`src/rtl/wb_arbiter.sv`:
```
// Writeback arbiter: main-path writes pass straight through; long-latency results queue in a FIFO
// and drain into free register-file slots. Tracks pending destinations and flags drain starvation.
module wb_arbiter #(
   parameter int unsigned DEPTH        = 2,
   parameter int unsigned STARVE_LIMIT = 8
) (
   input  logic        clk,
   input  logic        rst_n,
   input  logic        pipe_we,
   input  logic [4:0]  pipe_addr,
   input  logic [31:0] pipe_data,
   input  logic        lu_valid,
   output logic        lu_ready,
   input  logic [4:0]  lu_addr,
   input  logic [31:0] lu_data,
   input  logic        issue_valid,
   input  logic [4:0]  issue_addr,
   output logic [31:0] pending,
   output logic        stall_req,
   output logic        rf_we,
   output logic [4:0]  rf_addr,
   output logic [31:0] rf_data
);

   localparam int unsigned PtrW = $clog2(DEPTH);
   localparam int unsigned CntW = PtrW + 1;
   localparam logic [7:0]  StarveMax = 8'(STARVE_LIMIT);

   logic [4:0]      addr_q [DEPTH];
   logic [31:0]     data_q [DEPTH];
   logic [PtrW-1:0] wr_ptr_q, rd_ptr_q;
   logic [CntW-1:0] count_q, count_d;
   logic [31:0]     pending_q, pending_d;
   logic [7:0]      starve_q, starve_d;
   logic            stall_q;

   logic pipe_busy, fifo_empty, push, drain;
   logic [4:0] head_addr;

   assign pipe_busy  = pipe_we && (pipe_addr != 5'd0);
   assign fifo_empty = (count_q == '0);
   assign lu_ready   = (count_q < CntW'(DEPTH));
   // x0 results complete the handshake but are dropped here
   assign push       = lu_valid && lu_ready && (lu_addr != 5'd0);
   assign drain      = !pipe_busy && !fifo_empty;
   assign head_addr  = addr_q[rd_ptr_q];

   assign pending    = pending_q;
   assign stall_req  = stall_q;

   always_comb begin
      rf_we   = 1'b0;
      rf_addr = 5'd0;
      rf_data = 32'd0;
      if (pipe_busy) begin
         rf_we   = 1'b1;
         rf_addr = pipe_addr;
         rf_data = pipe_data;
      end else if (!fifo_empty) begin
         rf_we   = 1'b1;
         rf_addr = head_addr;
         rf_data = data_q[rd_ptr_q];
      end
   end

   always_comb begin
      count_d = count_q;
      unique case ({push, drain})
         2'b10:   count_d = count_q + 1'b1;
         2'b01:   count_d = count_q - 1'b1;
         default: count_d = count_q;
      endcase
   end

   // Clear for the drained head first so a same-cycle issue to that register wins
   always_comb begin
      pending_d = pending_q;
      if (drain) pending_d[head_addr] = 1'b0;
      if (issue_valid && (issue_addr != 5'd0)) pending_d[issue_addr] = 1'b1;
      pending_d[0] = 1'b0;
   end

   always_comb begin
      starve_d = starve_q;
      if (fifo_empty || drain) begin
         starve_d = 8'd0;
      end else if (pipe_busy && (starve_q != StarveMax)) begin
         starve_d = starve_q + 8'd1;
      end
   end

   always_ff @(posedge clk or negedge rst_n) begin
      if (!rst_n) begin
         wr_ptr_q  <= '0;
         rd_ptr_q  <= '0;
         count_q   <= '0;
         pending_q <= 32'd0;
         starve_q  <= 8'd0;
         stall_q   <= 1'b0;
      end else begin
         if (push)  wr_ptr_q <= wr_ptr_q + 1'b1;
         if (drain) rd_ptr_q <= rd_ptr_q + 1'b1;
         count_q   <= count_d;
         pending_q <= pending_d;
         starve_q  <= starve_d;
         stall_q   <= (starve_d == StarveMax);
      end
   end

   // Storage needs no reset: entries are only read once the pointers say they are valid
   always_ff @(posedge clk) begin
      if (push) begin
         addr_q[wr_ptr_q] <= lu_addr;
         data_q[wr_ptr_q] <= lu_data;
      end
   end

endmodule
```
`config.mk`:
```
export PLATFORM = sky130hd
export DESIGN_NAME = wb_arbiter
export DESIGN_NICKNAME = d
export VERILOG_FILES = /design/src/rtl/wb_arbiter.sv
export SDC_FILE = /design/constraint.sdc
export NUM_CORES = 1
export LEC_CHECK = 0
export CAP_MARGIN = 0
export CORE_UTILIZATION = 30
export DETAILED_ROUTE_END_ITERATION = 10
export HOLD_SLACK_MARGIN = 0.1
export PLACE_DENSITY = 0.58
export SETUP_SLACK_MARGIN = 0.2
export SKIP_LAST_GASP = 1
export SYNTH_ARGS = -nofsm -noshare
export SYNTH_HDL_FRONTEND = slang
export SYNTH_SLANG_ARGS = --single-unit
```
`constraint.sdc`:
```
create_clock -name clk -period 6.11 [get_ports clk]
set_clock_uncertainty 0.05 [all_clocks]
set_input_delay 1.222 -clock clk [delete_from_list [all_inputs] [get_ports clk]]
set_output_delay 1.222 -clock clk [all_outputs]
set_load 0.1 [all_outputs]
```
==> flow_summary.yaml <==
clocking:
  cts_post_setup_buffers_inserted: 0
  cts.sink_count: 118
  cts_inserted_buffers: 17
  insertion_delay_ns: 0.41
  clk_root_buffer_cell: "clkbuf_16"
  cts_hold_buffers: 0
  cts_repair_resize_count: 0
  cts_tree: "built"
  cts.clk_slew.worst_paths_ns: 0.05
  cts.htree.levels: 4
  number_of_buffers_on_the_longest_clock_path: 2
floorplanning:
  die-area_um2: 18620
  start_util_pct: 31.03
  die_x_um: 136.4
  core_region_area_um2: 17480
  placementRows: 48
  floorplan.io_pins: 156
  die_height_um: 136.4
yosys:
  synth_area_leader_cell: "edfxtp_1"
  yosys_register_bits: 118
  synthesis.yosys.warnings: 0
  yosys.area.top_type_share_pct: 40.98
  yosysUniqueCellTypes: 43
  mappedNetlistNets: 532
  netlist_instances: 445
  post_synth_design_cell_area_um2: 5423
  yosysSeqAreaShare_pct: 61.28
  ys_top_cells_by_area: "edfxtp_1 (41%), dfrtp_1 (20%), mux2i_1 (7.2%)"
  avgSynthCellArea_um2: 12.19
detailed_routing:
  drtPass1Iterations: 5
  drt.antenna.violating_nets: 0
  total_detailed_routing_wirelength_um: 14320
  drcViolationCount: 0
  drt_first_iter_violations: 226
  route.detailed.wl_per_inst_um: 17.19
  vias_per_cell: 5.053
  detailroute.via_count: 4209
global_routing:
  antenna_found_initial: 1
  first_pass_grt_wire_length_um: 22500
  gr-total-overflow: 0
  grt_start_max_net_pins: 69
  globalRouteTotalUtil_pct: 16.25
  first_global_vias: 4218
sta:
  setup_viol_count_final: 0
  slew-limit-headroom_pct: 23.09
  fmax_mhz: 204.6
  timing.final.max_slew_violations: 0
  timing_worst_slew_pin_value_ns: 1.151
  unrepaired_setup_endpoints_after_global_routing: "no"
  timing_hold_violations_final: 0
  layout_worst_path_cycle_share_pct: 80.00
  fin_setup_tns_ns: 0
  min_period_ns: 4.888
layout:
  share_of_cells_above_drive_strength_1_pct: 14.00
  fin_cells: 833
  nNetsFinal: 681
  most-common-layout-cells: "clkdlybuf4s50_1 (115), edfxtp_1 (74), nand2_1 (56), o31ai_1 (44), dfrtp_1 (43)"
  mostFrequentLayoutCell: "clkdlybuf4s50_1"
  areaGrowthSynthToFinish_pct: 41.72
  postLayoutCoreUtil_pct: 43.97
critical_path:
  crit_path_max_cell_delay_ns: 0.52
  crit_family: "buffers and inverters"
  cp-end-kind: "output port"
  worst_setup_path_start_kind: "input port"
  timing.critical_path.cells: "clkdlybuf4s50_1 -> or4_1 -> o21a_2 -> buf_12 -> o31ai_1 -> buf_4"
  path_max_fanout: 68
  critical_path_class: "input port to output port"
  required_ns: 4.84
  timing.critical_path.slowest_stage_cell: "or4_1"
  crit_arrival_ns: 3.62
  critical_path.n_buffers_inverters: 3
placement:
  number_of_i_o_port_buffers: 154
  finalWeightedCongestion: 0.8573
  place.detailed.hpwl_um: 10120
  placed_instances: 800
outcome:
  run_status: "finished, final reports clean"
pwr:
  power.static_leakage_uw: 0.002959
  power.sequential.fraction_pct: 27.8
  internal_power_uw: 2177
  clock_power_share_pct: 23.9
  comb_power_share_pct: 48.3
  peakVddDrop_v: 0.0004206
  swShare_pct: 48.35
  power-per-cell-area_nw_per_um2: 548.5
  switching_power_uw: 2038
worst_hold_path:
  worstHoldPathType: "flip-flop to flip-flop"
job:
  maxCapViolations: 0
[layer usage]
metal  track usage, %  part of all wire, %  vias up
li1                 -                    -     1993
met1            19.70                   43     2030
met2            26.45                   48      172
met4            5.185                  1.1        0
met5                0                    0        -
met3            6.227                  7.7       14
[sequential cells by signal, indices dropped and copies added, names as in the netlist]
signal / count
data_q: 64
pending: 31
addr_q: 10
starve_q: 8
count_q: 2
rd_ptr_q: 1
stall_req: 1
wr_ptr_q: 1
[cell type report]
class                      instances  area [µm²]
clock buffer                      17       425.4
sequential                       118        3324
fill                            1626        9792
antenna                            1       2.502
timing repair buffer             157        1476
multi-input combinational        278        1913
tap                              225       281.5
clock inverter                    15       178.9
inverter                          22       82.58
[stage by stage]
| step | cell area [µm²] | setup slack (ns) | power, µW | hold slack [ns] |
|---|---|---|---|---|
| 6_report | 7685 | 1.222 | 4215 | 0.4505 |
| 5_1_grt | 7682 | 1.169 | 4390 | 0.4852 |
| 4_1_cts | 7682 | 1.248 | 4256 | 0.4540 |
| 3_5_place_dp | 7078 | 1.261 | 3237 | 0.4416 |
| 3_3_place_gp | 7078 | 1.223 | 3211 | 0.4498 |
| 2_1_floorplan | 5423 | 0.2737 | 2711 | 0.4181 |
[synth_stat cells, drive strengths merged]
cell type / number
mux2: 3
xnor2: 10
conb: 1
nand4b: 1
inv: 22
a21boi: 1
o22ai: 9
or4: 4
clkbuf: 18
nand3b: 2
or3: 4
nand3: 10
o211ai: 1
nand2: 56
a32oi: 2
or2: 2
dfrtp: 44
nor4b: 1
o2111ai: 1
edfxtp: 74
a21o: 9
buf: 9
o21ai: 14
nor2: 14
and3: 2
a22oi: 1
nand4: 5
o31ai: 44
a2bb2oi: 1
nor3: 7
a21oi: 3
mux2i: 39
o41ai: 16
nor4: 1
nand2b: 4
o32a: 3
nor2b: 2
o21a: 1
o22a: 1
ha: 3
[cells by family (layout without fill, tap and decap cells)]
logic type / count (synthesis) / in the layout / synth area share [%]
xor gates and xnor gates: 10 / 10 / 1.615
muxes: 42 / 42 / 7.822
DFF: 118 / 118 / 61.28
other: 1 / 2 / 0.06915
AOI/OAI and AO/OA: 107 / 107 / 14.44
adders and majority gates: 3 / 3 / 0.6923
buffers and inverters: 49 / 211 / 3.876
and+or+nand+nor: 115 / 115 / 10.20
[path summary, 6_finish.rpt]
kind                                          to  slack, ns  cells past startpoint                  start
setup / recovery                     rf_data[22]       1.22                      6           pipe_addr[3]
hold / removal             pending[14]$_DFF_PN0_       0.45                      1  pending[14]$_DFF_PN0_
setup reg to reg           pending[26]$_DFF_PN0_       3.57                      4   rd_ptr_q$_DFFE_PN0N_
hold reg to reg            pending[14]$_DFF_PN0_       0.45                      1  pending[14]$_DFF_PN0_
max in group asynchronous   rd_ptr_q$_DFFE_PN0N_       4.41                      1                  rst_n
min in group asynchronous  starve_q[1]$_DFF_PN0_       0.93                      1                  rst_n
[power groups by stage]
stage	sequential (µW)	clock (µW)	combinational, µW
6_report	1170	1010	2040
5_1_grt	1190	1070	2130
4_1_cts	1180	1030	2050
3_5_place_dp	1190	0	2050
3_3_place_gp	1180	0	2030
2_1_floorplan	1630	0	1080
No activity file was read; power rests on OpenSTA's default activity.
